`src/rtl/synth_arith_pkg.sv`:
```
// Shared types and default widths for the synth arithmetic blocks
// (ratio divider and sequential multiplier).
package synth_arith_pkg;

  localparam int DATA_W = 16;
  localparam int FRAC_W = 8;

  typedef enum logic [1:0] {
    IDLE = 2'd0,
    MULT = 2'd1,
    DONE = 2'd2
  } state_t;

endpackage

```
`src/rtl/sequential_multiplier.sv`:
```
// Shift-and-add multiplier: scales an unsigned sample by a Q0.FRAC
// fraction, one fraction bit per clock, truncating the result.
module sequential_multiplier
  import synth_arith_pkg::*;
#(
  parameter int WIDTH = DATA_W,
  parameter int FRAC  = FRAC_W
) (
  input  logic             clk,
  input  logic             rst,
  input  logic             en,
  input  logic [WIDTH-1:0] multiplicand,
  input  logic [FRAC-1:0]  fraction,
  output logic             busy,
  output logic             done,
  output logic [WIDTH-1:0] product
);

  localparam int CW = $clog2(FRAC);
  localparam int AW = WIDTH + FRAC + 1;
  localparam logic [CW-1:0] LAST = CW'(FRAC - 1);

  state_t           state_q, state_d;
  logic [CW-1:0]    count_q, count_d;
  logic [WIDTH-1:0] m_q, m_d;
  logic [FRAC-1:0]  f_q, f_d;
  logic [AW-1:0]    acc_q, acc_d;
  logic [WIDTH-1:0] prod_d;
  logic             busy_d;
  logic             done_d;

  logic [WIDTH:0]   acc_hi;
  logic [AW-1:0]    acc_add;
  logic [AW-1:0]    acc_sh;

  always_comb begin
    state_d = state_q;
    count_d = count_q;
    m_d     = m_q;
    f_d     = f_q;
    acc_d   = acc_q;
    prod_d  = product;
    busy_d  = 1'b0;
    done_d  = 1'b0;

    // Upper WIDTH+1 bits keep the carry; after the shift it lands in the MSB.
    acc_hi  = acc_q[AW-1:FRAC] + {1'b0, m_q};
    acc_add = f_q[0] ? {acc_hi, acc_q[FRAC-1:0]} : acc_q;
    acc_sh  = acc_add >> 1;

    unique case (state_q)
      IDLE, DONE: begin
        if (en) begin
          m_d     = multiplicand;
          f_d     = fraction;
          acc_d   = '0;
          count_d = '0;
          busy_d  = 1'b1;
          state_d = MULT;
        end else begin
          state_d = IDLE;
        end
      end
      MULT: begin
        acc_d   = acc_sh;
        f_d     = f_q >> 1;
        count_d = count_q + 1'b1;
        if (count_q == LAST) begin
          count_d = '0;
          prod_d  = acc_sh[WIDTH+FRAC-1:FRAC];
          done_d  = 1'b1;
          state_d = DONE;
        end else begin
          busy_d  = 1'b1;
        end
      end
      default: begin
        state_d = IDLE;
        count_d = '0;
      end
    endcase
  end

  always_ff @(posedge clk) begin
    if (rst) begin
      state_q <= IDLE;
      count_q <= '0;
      m_q     <= '0;
      f_q     <= '0;
      acc_q   <= '0;
      product <= '0;
      busy    <= 1'b0;
      done    <= 1'b0;
    end else begin
      state_q <= state_d;
      count_q <= count_d;
      m_q     <= m_d;
      f_q     <= f_d;
      acc_q   <= acc_d;
      product <= prod_d;
      busy    <= busy_d;
      done    <= done_d;
    end
  end

endmodule

```
`config.mk`:
```
export PLATFORM = sky130hd
export DESIGN_NAME = sequential_multiplier
export DESIGN_NICKNAME = d
export VERILOG_FILES = /design/src/rtl/synth_arith_pkg.sv /design/src/rtl/sequential_multiplier.sv
export SDC_FILE = /design/constraint.sdc
export NUM_CORES = 1
export LEC_CHECK = 0
export BUFFER_PORTS_ARGS = -buffer_cell sky130_fd_sc_hd__buf_2
export CAP_MARGIN = 25
export CORE_ASPECT_RATIO = 1.2
export CORE_MARGIN = 3
export CORE_UTILIZATION = 57
export CTS_CLUSTER_DIAMETER = 120
export DETAILED_ROUTE_END_ITERATION = 10
export GPL_TIMING_DRIVEN = 0
export PLACE_DENSITY = 0.81
export SLEW_MARGIN = 20
export SYNTH_ARGS = -nofsm -noshare
export SYNTH_HDL_FRONTEND = slang
export SYNTH_SLANG_ARGS = --single-unit
export TNS_END_PERCENT = 100
```
`constraint.sdc`:
```
create_clock -name clk -period 2.89 [get_ports clk]
set_input_delay 0.1445 -clock clk [delete_from_list [all_inputs] [get_ports clk]]
set_output_delay 0.1445 -clock clk [all_outputs]
set_load 0.05 [all_outputs]
```
* Word level (Yosys, flattened, before mapping)
Cells that the tools add are included.
** Storage, ports and cells
- Register bits :: 72
- Input bits :: 27
- Output and inout bits :: 18
- Word-level logic and storage cells :: 38
** Operators by class
- $add $sub $neg :: 2
- Equal/unequal tests :: 5
- Multiplexer cells :: 15
- Bitwise logic cells :: 1
- Reductions and logical operators :: 7
** Operators by type and width (number)
- $mux W25 :: 2
- $pmux W25 S2 :: 1
- $add A17 B16 Y17 :: 1
- $pmux W8 S2 :: 1
- $mux W8 :: 1
- $mux W3 :: 2
- $pmux W3 S2 :: 1
- $reduce_and A2 Y1 :: 3
- $mux W1 :: 4
- $ne A2 B2 Y1 const B :: 2
- $pmux W2 S2 :: 1
- $reduce_or A2 Y1 :: 2
- $add A3 B1 Y3 const B :: 1
- $eq A3 B3 Y1 const B :: 1
- $eq A2 B1 Y1 const B :: 1
- $eq A2 B2 Y1 const B :: 1
- $logic_not A2 Y1 :: 1
- $mux W2 :: 1
- $pmux W1 S2 :: 1
- $reduce_bool A2 Y1 :: 1
- $not A1 Y1 :: 1

* Depth between registers and ports, before layout
Gate-level depths: netlist of run 1.
- Depth after elaboration :: 4
- Depth in mapped cells :: 8
- Depth with buffers taken out :: 8

* Least setup slack after synthesis of run 1
Ideal clock, no wire load.
- Kind :: register to register
- Start point :: register acc_q[8]
- End point :: register acc_q[21]
- Setup time :: 91 ps
- Arrival time :: 2081 ps
- Required time :: 2799 ps
- Path slack :: 718 ps
- Stages on the path, launching flop included :: 9
- Path buffers :: 0
- Clock period less this slack :: 2172 ps
- Cell sequence :: dfxtp_1 > and2_1 > fa_1 > a21oi_1 > o211a_1 > nor3_2 > a31oi_1 > mux2_1 > a311oi_1
** Between the ends
- Longest elaborated chain between the ends :: 3
** RTL lines
- start: declaration :: RTL line sequential_multiplier.sv:27 : logic [AW-1:0] acc_q, acc_d;
- start signal: assignment :: RTL line sequential_multiplier.sv:90 : acc_q <= '0;
- start signal: assignment :: RTL line sequential_multiplier.sv:99 : acc_q <= acc_d;
- $add A17 B16 Y17 :: RTL line sequential_multiplier.sv:47 : acc_hi = acc_q[AW-1:FRAC] + {1'b0, m_q};
- $mux W25 :: RTL line sequential_multiplier.sv:48 : acc_add = f_q[0] ? {acc_hi, acc_q[FRAC-1:0]} : acc_q;
- $pmux W25 S2 :: RTL line sequential_multiplier.sv:51 : unique case (state_q)
Every way passes these cells.
A chain may end at the register's enable or synchronous reset.

* Final worst setup path of run 1
- Start point :: register acc_q[10]
- End point :: register product[12]
** Between the ends
- Longest elaborated chain between the ends :: 2
** RTL lines
- $add A17 B16 Y17 :: RTL line sequential_multiplier.sv:47
- $mux W25 :: RTL line sequential_multiplier.sv:48
- end signal: assignment :: RTL line sequential_multiplier.sv:100 : product <= prod_d;
- end: declaration :: RTL line sequential_multiplier.sv:16 : output logic [WIDTH-1:0] product
Every way passes these cells.

==> results of run 1 <==
-- registers in the layout, summed over array words and instances (netlist names) --
register	cells
state_q	2
done	1
m_q	16
f_q	8
acc_q	16
count_q	3
busy	1
product	16
-- worst min-delay path by stage --
stage                           from                   end  slack, ns  cells after the start
floorplan           multiplicand[10]  m_q[10]$_SDFFE_PP0P_       0.28                      2
global placement    multiplicand[14]  m_q[14]$_SDFFE_PP0P_       0.38                      3
detailed placement   multiplicand[2]   m_q[2]$_SDFFE_PP0P_       0.39                      3
CTS                  multiplicand[9]   m_q[9]$_SDFFE_PP0P_       0.02                      3
global route        multiplicand[14]  m_q[14]$_SDFFE_PP0P_       0.02                      3
finish               multiplicand[1]   m_q[1]$_SDFFE_PP0P_       0.02                      3
-- power by group --
part | internal [mW] | leakage [nW] | total [mW] | switching, mW
logic | 0.0880 | 0.964 | 0.256 | 0.168
registers | 0.902 | 0.513 | 0.926 | 0.0233
clock network | 0.598 | 0.124 | 0.958 | 0.360
-- synthesized netlist by cell type, types with 2 or more instances --
| cell type | number | area, sq um |
|---|---|---|
| and2_1 | 4 | 25.0 |
| nand2b_1 | 6 | 37.5 |
| a2bb2oi_1 | 2 | 17.5 |
| inv_1 | 4 | 15.0 |
| ha_1 | 17 | 213 |
| a22oi_1 | 2 | 15.0 |
| a31oi_1 | 6 | 37.5 |
| or3_1 | 4 | 25.0 |
| nand3_1 | 8 | 40.0 |
| nor2b_1 | 7 | 43.8 |
| o41a_1 | 2 | 22.5 |
| o21ai_0 | 9 | 45.0 |
| and3_1 | 4 | 25.0 |
| mux2i_1 | 5 | 50.1 |
| a21o_1 | 7 | 52.6 |
| a311oi_1 | 14 | 123 |
| o211ai_1 | 2 | 15.0 |
| o211a_1 | 2 | 20.0 |
| xnor2_1 | 3 | 26.3 |
| nand4b_1 | 3 | 26.3 |
| o21a_1 | 2 | 15.0 |
| clkbuf_1 | 27 | 101 |
| dfxtp_1 | 63 | 1260 |
| nand4_1 | 2 | 12.5 |
| nand3b_1 | 2 | 15.0 |
| nor2_1 | 51 | 191 |
| nor3_1 | 7 | 35.0 |
| nor3b_1 | 2 | 15.0 |
| a21oi_1 | 43 | 215 |
| nand2_1 | 66 | 248 |
| o21ai_1 | 5 | 25.0 |
| buf_2 | 3 | 15.0 |
| a211oi_1 | 8 | 60.1 |
-- area by class of cell --
cell class / instances / area [sq um]
tap: 62 / 77.6
clock buffer: 11 / 141
buffer: 31 / 120
fill: 460 / 1610
inverter: 4 / 15.0
timing repair buffer: 43 / 215
clock inverter: 5 / 104
sequential: 63 / 1260
multi-input combinational: 316 / 1900
-- worst reg2reg max path, cell delays in order (launching register included) --
cell and delay, ns:
dfxtp_1 0.34, ha_1 0.37, nand4_1 0.20, a21o_1 0.24, a2111oi_0 0.71, o21ai_0 0.16, a31oi_1 0.35, a211oi_1 0.12
-- cells by family after synthesis --
logic type                 Yosys count  synth area share
DFF                                 63             0.383
and+or+nand+nor                    170             0.236
xor gates and xnor gates             4            0.0106
adders and majority gates           18            0.0706
buffers and inverters               35            0.0410
muxes                                7            0.0220
AOI/OAI and AO/OA                  117             0.237
-- metrics by stage --
stage	util	hold WS, ns
after global placement	0.659	0.384
after global routing	0.704	0.0237
after floorplan	-	0.280
final	0.704	0.0151
after CTS	0.704	0.0189
after detailed placement	0.659	0.392
-- cell usage in the layout, fill, tap and decap left out, drive strengths merged, types with 5 or more instances in the layout --
cell type / instances
nor2b: 7
nand3: 8
a21oi: 43
a21o: 8
nor3: 8
mux2i: 5
dfxtp: 63
ha: 17
inv: 5
a31oi: 6
a211oi: 9
nand2: 66
o21ai: 14
buf: 47
clkbuf: 38
nor2: 51
nand2b: 6
a311oi: 14
-- layer usage --
metal / global-route usage / wire [um] / vias to the layer above
met2: 0.454 / 4230 / 142
met5: 0 / 0 / -
met3: 0.0709 / 610 / 29
met1: 0.336 / 3550 / 1536
met4: 0.126 / 318 / 0
li1: - / - / 1589
==> key figures, run 1 <==
Outcome
  – Status: complete, no violations

Timing
  – Setup_tns: 0 ns
  – Post-route setup slack: 0.271 ns
  – Max-slew headroom: 0.497
  – Final slew viol count: 0
  – Unrepaired setup endpoints after global routing: no
  – Max Freq: 0.382 GHz
  – Worst Tran Pin Value: 0.736 ns
  – Clock Skew: 0.00940 ns
  – Clock period minus worst slack: 2.62 ns
  – Setup violations, final: 0
  – Final period util: 0.906
  – Fin. Hold Viols: 0

Global route
  – First-pass GRT wire length: 13.9 mm
  – Antenna violations before repair: 0
  – Number of global-route vias before repair: 2948
  – Largest net degree at the start of global routing: 12
  – GRT Total Usage: 0.276
  – Total gr overflow: 0

Floorplan
  – # IOs: 45
  – Floorplan core area: 5440 sq um
  – Die W: 75.4 um
  – Starting Density: 0.605
  – Num rows: 29
  – Die boundary height: 89.3 um
  – Die Area: 6730 sq um

CTS
  – Inserted Clock Buffers: 9
  – Setup bufs post-CTS: 0
  – Sink Count: 63
  – Clk pin slew, worst setup/hold paths: 0.07 ns
  – CTS hold repair buffers: 0
  – TritonCTS clock tree: done
  – Clk buf depth: 2
  – Post-CTS sizing: 0
  – Clock Root Buffer: clkbuf_8
  – CTS H-tree lvls: 3
  – Worst-skew pair later-pin latency: 0.36 ns

Setup path
  – CP cell instances: ha_1, nand4_1, a21o_1, a2111oi_0, o21ai_0, a31oi_1, a211oi_1
  – Reg-to-Reg Start: acc_q[10]$_SDFFE_PP0P_
  – CP max stage delay: 0.71 ns
  – Reg2Reg Depth: 7
  – RR Endpoint: product[12]$_SDFFE_PP0P_
  – Crit-path slowest cell: a2111oi_0
  – CP delay by family, top: compound AO/OA/AOI/OAI gates
  – Stages on worst setup path: 7
  – Critical path data arrival time: 2.85 ns
  – R2R Setup Slk: 0.27 ns
  – CP endpoint: product[12]$_SDFFE_PP0P_
  – Crit path from: acc_q[10]$_SDFFE_PP0P_
  – CP Data Required Time: 3.12 ns
  – Startpoint Class: register
  – Critical Path End Type: register
  – Worst-path fanout max: 5
  – Worst Setup Path Type: register to register
  – Buf/Inv on CP: 0

Pwr
  – Peak supply drop: 0.000504 V
  – Leak: 1.60 nW
  – Overall Power: 2.14 mW
  – Pwr dens: 558 nW/um^2

Layout
  – Ant diodes: 0
  – Area Growth Syn to Fin: 16.3%
  – Final non-filler cell total: 535
  – Layout cell share with drive strength beyond 1: 0.144
  – Post-route cell area: 3830 sq um
  – Nets: 513

Place
  – DP HPWL: 6.29 mm
  – Setup WS pre-CTS: 0.437 ns
  – Placed Cells incl. Taps: 519
  – Cell Area, Placed: 3590 sq um
  – Routability cong.: 0.939
  – Number of port buffers: 43

Synthesis
  – Syn Area/Cell: 7.96 sq um
  – Sequential fraction of the synthesis area: 0.383
  – Synth Instances: 414
  – Ys flop type: dfxtp_1
  – Ys async rst share: 0
  – Syn nets: 459
  – Synth Cell Area: 3290 sq um
  – Synth unique cells: 55
  – Synth Register Bits: 63
  – Post-synth EDFFs: 0
  – YS warnings: 0

Route
  – Antenna viol nets, final: 0
  – Routed WL: 8.71 mm
  – Drt wl/cell: 16.3 um
  – First-pass DRT Iterations: 6
  – Initial DRC Count: 353
  – DRC errors left: 0
  – Via count: 3296
  – Vias per cell: 6.16

Job
  – Max cap viols: 0

Worst hold path
  – Worst hold-check path type: input port to register
Note: power is estimated with default switching activity, not from simulation.
==> run 2: changes to the inputs <==
--- a/config.mk
+++ b/config.mk
@@ -9,11 +9,11 @@
 export CAP_MARGIN = 25
 export CORE_ASPECT_RATIO = 1.2
 export CORE_MARGIN = 3
-export CORE_UTILIZATION = 57
+export CORE_UTILIZATION = 60
 export CTS_CLUSTER_DIAMETER = 120
 export DETAILED_ROUTE_END_ITERATION = 10
 export GPL_TIMING_DRIVEN = 0
-export PLACE_DENSITY = 0.81
+export PLACE_DENSITY = 0.85
 export SLEW_MARGIN = 20
 export SYNTH_ARGS = -nofsm -noshare
 export SYNTH_HDL_FRONTEND = slang
==> constraint.sdc (replaced) <==
create_clock -name clk -period 3.1 [get_ports clk]
set_input_delay 0.155 -clock clk [delete_from_list [all_inputs] [get_ports clk]]
set_output_delay 0.155 -clock clk [all_outputs]
set_load 0.05 [all_outputs]
==> key figures, run 2 (synthesized netlist as in run 1, its figures left out) <==
Job
  – Max cap viols: 0 (unchanged)

Global route
  – Antenna violations before repair: 0 (unchanged)
  – Met3 GRT Util: 0.0670 (was 0.0709)
  – Number of global-route vias before repair: 3135 (was 2948)
  – Met2 usage: 0.494 (was 0.454)
  – GRT Total Usage: 0.299 (was 0.276)
  – First-pass GRT wire length: 14.7 mm (was 13.9 mm)
  – GR Util met1: 0.364 (was 0.336)
  – Largest net degree at the start of global routing: 12 (unchanged)
  – GR peak layer: met2 (unchanged)
  – Total gr overflow: 0 (unchanged)

Worst hold path
  – Hold worst-path end: m_q[13]$_SDFFE_PP0P_ (was m_q[1]$_SDFFE_PP0P_)
  – Worst hold-check path type: input port to register (unchanged)
  – Hold Crit Start: multiplicand[13] (was multiplicand[1])
  – Worst hold path depth: 3 (unchanged)

Setup path
  – Worst-path fanout max: 5 (unchanged)
  – Reg2Reg Depth: 7 (unchanged)
  – CP Data Required Time: 3.31 ns (was 3.12 ns)
  – Critical path data arrival time: 2.81 ns (was 2.85 ns)
  – Critical Path End Type: register (unchanged)
  – RR Endpoint: product[12]$_SDFFE_PP0P_ (unchanged)
  – Reg-to-Reg Start: acc_q[10]$_SDFFE_PP0P_ (unchanged)
  – R2R Setup Slk: 0.51 ns (was 0.27 ns)
  – Worst Setup Path Type: register to register (unchanged)
  – Startpoint Class: register (unchanged)

Layout
  – Fillcell total: 416 (was 460)
  – Commonest non-fill, non-tap cell in the layout: nand2_1 (unchanged)
  – Layout cell share with drive strength beyond 1: 0.144 (unchanged)
  – Nets: 513 (unchanged)
  – Area Growth Syn to Fin: 14.5% (was 16.3%)
  – Most frequent cells in the layout: nand2_1, dfxtp_1, nor2_1, buf_2, a21oi_1 (unchanged)
  – Ant diodes: 0 (unchanged)
  – Post-route cell area: 3770 sq um (was 3830 sq um)
  – Top flop regs: acc_q (16), m_q (16), product (16) (unchanged)
  – Final non-filler cell total: 533 (was 535)

Pwr
  – Int Pwr: 1.29 mW (was 1.59 mW)
  – Sequential share of power: 0.477 (was 0.433)
  – Peak supply drop: 0.000455 V (was 0.000504 V)
  – Clock share of power: 0.389 (was 0.448)
  – Leak: 1.57 nW (was 1.60 nW)
  – Pwr dens: 479 nW/um^2 (was 558 nW/um^2)
  – P_sw: 0.518 mW (was 0.551 mW)
  – Gate power share: 0.133 (was 0.119)
  – Net Sw Frac: 0.286 (was 0.257)

Timing
  – Unrepaired setup endpoints after global routing: no (unchanged)
  – Max Freq: 0.386 GHz (was 0.382 GHz)
  – Clock period minus worst slack: 2.59 ns (was 2.62 ns)
  – Final period util: 0.837 (was 0.906)
  – Max-slew headroom: 0.546 (was 0.497)
  – Final slew viol count: 0 (unchanged)
  – Setup_tns: 0 ns (unchanged)
  – Worst Tran Pin Value: 0.664 ns (was 0.736 ns)
  – Clock Skew: 0.0104 ns (was 0.00940 ns)
  – Setup violations, final: 0 (unchanged)
  – Fin. Hold Viols: 0 (unchanged)

CTS
  – Setup bufs post-CTS: 0 (unchanged)
  – Sink Count: 63 (unchanged)
  – Post-CTS sizing: 0 (unchanged)
  – Clock Root Buffer: clkbuf_8 (unchanged)
  – Worst-skew pair later-pin latency: 0.35 ns (was 0.36 ns)
  – TritonCTS clock tree: done (unchanged)
  – CTS hold repair buffers: 0 (unchanged)
  – CTS H-tree lvls: 3 (unchanged)
  – Inserted Clock Buffers: 9 (unchanged)
  – Clk buf depth: 2 (unchanged)
  – Clk pin slew, worst setup/hold paths: 0.08 ns (was 0.07 ns)

Place
  – Routability cong.: 0.897 (was 0.939)
  – Cell Area, Placed: 3580 sq um (was 3590 sq um)
  – DP HPWL: 6.42 mm (was 6.29 mm)
  – Placed Cells incl. Taps: 517 (was 519)
  – Number of port buffers: 43 (unchanged)

Route
  – First-pass DRT Iterations: 5 (was 6)
  – Routed WL: 9.05 mm (was 8.71 mm)
  – Vias per cell: 6.34 (was 6.16)
  – Via count: 3377 (was 3296)
  – Drt wl/cell: 17.0 um (was 16.3 um)
  – Antenna viol nets, final: 0 (unchanged)
  – Initial DRC Count: 402 (was 353)
  – DRC errors left: 0 (unchanged)

Floorplan
  – Floorplan core area: 5110 sq um (was 5440 sq um)
  – Die W: 73.6 um (was 75.4 um)
  – Starting Density: 0.644 (was 0.605)
  – Num rows: 28 (was 29)
  – # IOs: 45 (unchanged)
  – Die boundary height: 87.2 um (was 89.3 um)
  – Die Area: 6420 sq um (was 6730 sq um)

Outcome
  – Status: complete, no violations (unchanged)
## run 2: changes by cell type in the layout (fill, tap and decap cells not counted), sizes merged
cell / delta
clkinv: +3
bufinv: -2
clkbuf: -1
clkinvlp: +1
inv: -1
## run 2: worst max path at each step
stage / start / to / cells after the start
after floorplan: acc_q[8]$_SDFFE_PP0P_ / acc_q[21]$_SDFFE_PP0P_ / 8
after global placement: acc_q[10]$_SDFFE_PP0P_ / product[12]$_SDFFE_PP0P_ / 7
after detailed placement: acc_q[10]$_SDFFE_PP0P_ / product[12]$_SDFFE_PP0P_ / 7
after CTS: acc_q[10]$_SDFFE_PP0P_ / product[12]$_SDFFE_PP0P_ / 7
after global routing: acc_q[10]$_SDFFE_PP0P_ / product[12]$_SDFFE_PP0P_ / 7
final: acc_q[10]$_SDFFE_PP0P_ / product[12]$_SDFFE_PP0P_ / 7
## run 2: area by class of cell
class | count | area [sq um] | area share
Buffer | 31 | 120 | 0.0318
Clock inverter | 6 | 61.3 | 0.0162
Clock buffer | 10 | 128 | 0.0338
Inverter | 4 | 15.0 | 0.00398
Timing Repair Buffer | 43 | 215 | 0.0570
Sequential cell | 63 | 1260 | 0.334
Tap cell | 60 | 75.1 | 0.0199
Multi-Input combinational cell | 316 | 1900 | 0.503
## run 2: per-layer routing
layer / routed length (um) / vias to the layer above
met4: 335 / 0
met1: 3630 / 1595
li1: - / 1593
met5: 0 / -
met3: 638 / 28
met2: 4450 / 161
## run 2: metrics by stage
| step | setup slack (ns) | util | total power [mW] | hold WS (ns) |
|---|---|---|---|---|
| final | 0.507 | 0.738 | 1.81 | 0.0353 |
| after global routing | 0.386 | 0.738 | 1.88 | 0.0377 |
| after CTS | 0.608 | 0.738 | 1.80 | 0.0367 |
| after detailed placement | 0.643 | 0.701 | 1.11 | 0.401 |
| after global placement | 0.646 | 0.701 | 1.11 | 0.395 |
| after floorplan | 0.928 | - | 1.04 | 0.291 |
## run 2: power by group through the flow
stage / sequential (mW) / combinational (mW) / clock (mW)
global placement: 0.880 / 0.228 / 0
detailed placement: 0.881 / 0.234 / 0
floorplan: 0.878 / 0.162 / 0
CTS: 0.863 / 0.236 / 0.699
finish: 0.864 / 0.241 / 0.704
global route: 0.866 / 0.267 / 0.743
## run 2: critical path, cell delays in order, from the launching register on
cell	delay (ns)
dfxtp_1	0.34
ha_1	0.39
nand4_1	0.22
a21o_1	0.25
a2111oi_0	0.63
o21ai_0	0.17
a31oi_1	0.34
a211oi_1	0.13
==> run 3: changes to the inputs <==
--- a/config.mk
+++ b/config.mk
@@ -5,15 +5,16 @@
 export SDC_FILE = /design/constraint.sdc
 export NUM_CORES = 1
 export LEC_CHECK = 0
+export ABC_AREA = 1
 export BUFFER_PORTS_ARGS = -buffer_cell sky130_fd_sc_hd__buf_2
 export CAP_MARGIN = 25
 export CORE_ASPECT_RATIO = 1.2
 export CORE_MARGIN = 3
-export CORE_UTILIZATION = 60
+export CORE_UTILIZATION = 52
 export CTS_CLUSTER_DIAMETER = 120
 export DETAILED_ROUTE_END_ITERATION = 10
 export GPL_TIMING_DRIVEN = 0
-export PLACE_DENSITY = 0.85
+export PLACE_DENSITY = 0.78
 export SLEW_MARGIN = 20
 export SYNTH_ARGS = -nofsm -noshare
 export SYNTH_HDL_FRONTEND = slang
==> constraint.sdc (replaced) <==
create_clock -name clk -period 2.1 [get_ports clk]
set_input_delay 0.105 -clock clk [delete_from_list [all_inputs] [get_ports clk]]
set_output_delay 0.105 -clock clk [all_outputs]
set_load 0.05 [all_outputs]
==> key figures, run 3 <==
Place
  – Routability cong.: 0.905 (was 0.897)
  – Cell Area, Placed: 3830 sq um (was 3580 sq um)
  – Number of port buffers: 44 (was 43)
  – DP HPWL: 6.46 mm (was 6.42 mm)

Synthesis
  – Synth unique cells: 35 (was 55)
  – Syn Area/Cell: 7.02 sq um (was 7.96 sq um)
  – Synth Cell Area: 3500 sq um (was 3290 sq um)
  – Ys flop type: dfxtp_1 (unchanged)
  – Most common cell in the netlist: nand2_1 (unchanged)
  – Synth Register Bits: 63 (unchanged)
  – Sequential fraction of the synthesis area: 0.360 (was 0.383)
  – Post-synth EDFFs: 0 (unchanged)
  – Top cell type by total area after synthesis: dfxtp_1 (unchanged)
  – Top cells by area, synth: dfxtp_1, nand2_1, ha_1, inv_1, nor2_1 (was dfxtp_1, nand2_1, a21oi_1, ha_1, nor2_1)
  – Post-synth top cells: nand2_1, dfxtp_1, inv_1 (was nand2_1, dfxtp_1, nor2_1)
  – Ys async rst share: 0 (unchanged)
  – YS warnings: 0 (unchanged)
  – Synth top area share: 0.360 (was 0.383)
  – Syn nets: 544 (was 459)
  – Synth Instances: 499 (was 414)

Floorplan
  – # IOs: 45 (unchanged)
  – Die W: 80.9 um (was 73.6 um)
  – Num rows: 32 (was 28)
  – Die Area: 7760 sq um (was 6420 sq um)
  – Die boundary height: 95.9 um (was 87.2 um)
  – Starting Density: 0.540 (was 0.644)
  – Floorplan core area: 6490 sq um (was 5110 sq um)

CTS
  – CTS H-tree lvls: 3 (unchanged)
  – Setup bufs post-CTS: 0 (unchanged)
  – TritonCTS clock tree: done (unchanged)
  – Sink Count: 63 (unchanged)
  – Clk pin slew, worst setup/hold paths: 0.08 ns (about the same)
  – Clock Root Buffer: clkbuf_8 (unchanged)
  – Worst-skew pair later-pin latency: 0.35 ns (about the same)
  – Inserted Clock Buffers: 9 (unchanged)
  – Post-CTS sizing: 0 (unchanged)
  – Clk buf depth: 2 (unchanged)

Setup path
  – Critical Path End Type: register (unchanged)
  – Reg2Reg Depth: 15 (was 7)
  – Critical path data arrival time: 2.16 ns (was 2.81 ns)
  – Worst Setup Path Type: register to register (unchanged)
  – Worst-path fanout max: 3 (was 5)
  – CP Data Required Time: 2.36 ns (was 3.31 ns)
  – Startpoint Class: register (unchanged)

Timing
  – Unrepaired setup endpoints after global routing: no (unchanged)
  – Max-slew headroom: 0.637 (was 0.546)
  – Setup_tns: 0 ns (unchanged)
  – Clock period minus worst slack: 1.90 ns (was 2.59 ns)
  – Max Freq: 0.527 GHz (was 0.386 GHz)
  – Final period util: 0.904 (was 0.837)
  – Clock Skew: 0.0118 ns (was 0.0104 ns)
  – Fin. Hold Viols: 0 (unchanged)
  – Final slew viol count: 0 (unchanged)
  – Setup violations, final: 0 (unchanged)
  – Worst Tran Pin Value: 0.544 ns (was 0.664 ns)

Layout
  – Post-route cell area: 4140 sq um (was 3770 sq um)
  – Area Growth Syn to Fin: 18.1% (was 14.5%)
  – Ant diodes: 0 (unchanged)
  – Commonest non-fill, non-tap cell in the layout: nand2_1 (unchanged)
  – Top flop regs: acc_q (16), m_q (16), product (16) (unchanged)
  – Nets: 607 (was 513)
  – Most frequent cells in the layout: nand2_1, dfxtp_1, inv_1, buf_2, nor2_1 (was nand2_1, dfxtp_1, nor2_1, buf_2, a21oi_1)
  – Layout cell share with drive strength beyond 1: 0.196 (was 0.144)
  – Utilization after layout: 0.638 (was 0.738)

Worst hold path
  – Worst hold path depth: 3 (unchanged)
  – Worst hold-check path type: input port to register (unchanged)

Route
  – DRC errors left: 0 (unchanged)
  – Routed WL: 8.81 mm (was 9.05 mm)
  – Via count: 3349 (was 3377)
  – Antenna viol nets, final: 0 (unchanged)
  – Vias per cell: 5.14 (was 6.34)
  – First-pass DRT Iterations: 4 (was 5)
  – Initial DRC Count: 206 (was 402)
  – Drt wl/cell: 13.5 um (was 17.0 um)

Global route
  – First-pass GRT wire length: 14.7 mm (about the same)
  – Largest net degree at the start of global routing: 13 (was 12)
  – Antenna violations before repair: 0 (unchanged)
  – GRT Total Usage: 0.247 (was 0.299)
  – Total gr overflow: 0 (unchanged)
  – Number of global-route vias before repair: 3276 (was 3135)

Job
  – Max cap viols: 0 (unchanged)

Outcome
  – Status: complete, no violations (unchanged)

Pwr
  – Leak: 2.07 nW (was 1.57 nW)
  – Peak supply drop: 0.000578 V (was 0.000455 V)
  – Pwr dens: 715 nW/um^2 (was 479 nW/um^2)
## run 3: cell types whose count changed after synthesis, moves of 8 or more
cell      delta
inv_1       +48
a211oi_1     -8
nand3_1     +14
a311oi_1    -14
or2_2        +9
a21oi_1     -12
nand2_1     +72
o21ai_0     +15
clkbuf_1    -20
## run 3: power by group
| part | switching [mW] | leakage [nW] | internal, mW | total, mW |
|---|---|---|---|---|
| registers | 0.0383 | 0.514 | 1.25 | 1.29 |
| clock network | 0.509 | 0.105 | 0.704 | 1.21 |
| logic | 0.282 | 1.45 | 0.172 | 0.455 |
| total | 0.830 | 2.07 | 2.13 | 2.96 |
## run 3: timing repair
item,4_1_cts,5_1_grt
endpoints found under the setup margin,0,0
endpoints found under the hold margin,9,0
hold buffers,8,0
## run 3: layer usage
layer,vias up,routed length (um),global-route usage,part of all wire
met5,-,0,0,0
met3,14,389,0.0543,0.044
met2,82,4460,0.438,0.51
met1,1527,3830,0.290,0.43
li1,1726,-,-,-
met4,0,125,0.0887,0.014
## run 3: final cells by class
type                    count  area (sq um)
multi-input cells         357          1900
fillers                   598          2350
clock inverters             6          91.3
well taps                  85           106
inverters                  62           240
flip-flops and latches     63          1260
plain buffers              17           101
repair buffers             52           300
clock buffers              10           138
## run 3: worst max-delay path, cell delays in order, from the launching register on
cell and delay, ns:
dfxtp_1 0.32, nand2_1 0.10, inv_4 0.04, fa_1 0.41, nand3_1 0.10, nand3_2 0.11, nand2_1 0.08, nand2_1 0.08
nand2_1 0.11, nand2_1 0.07, nand2_1 0.06, nand3_1 0.09, nand2_1 0.08, nand2_1 0.06, nand2_1 0.07, inv_1 0.04
## run 3: final timing paths
check,slack [ns],to,startpoint
max,0.20,product[11]$_SDFFE_PP0P_,acc_q[8]$_SDFFE_PP0P_
min,0.004,m_q[14]$_SDFFE_PP0P_,multiplicand[14]
max reg2reg,0.20,product[11]$_SDFFE_PP0P_,acc_q[8]$_SDFFE_PP0P_
min reg2reg,0.47,acc_q[8]$_SDFFE_PP0P_,acc_q[8]$_SDFFE_PP0P_
## run 3: cells by family (layout without fill, tap and decap cells)
group / after synthesis / in the layout / synth area share
XOR/XNOR: 6 / 6 / 0.0150
AO/OA/AOI/OAI: 87 / 87 / 0.149
adder cells (fa/ha/maj): 18 / 18 / 0.0665
buffers and inverters: 79 / 147 / 0.0975
flip-flops: 63 / 63 / 0.360
AND/OR/NAND/NOR: 246 / 246 / 0.312
## run 3: metrics by stage
stage | std cells | hold WS (ns) | worst slack, ns | power, mW
2_1_floorplan | 499 | 0.174 | 0.457 | 1.63
3_3_place_gp | 628 | 0.336 | 0.246 | 1.74
6_report | 652 | 0.00352 | 0.202 | 2.96
4_1_cts | 652 | 0.000453 | 0.204 | 2.97
3_5_place_dp | 628 | 0.344 | 0.213 | 1.75
5_1_grt | 652 | 0.00964 | 0.00887 | 3.10
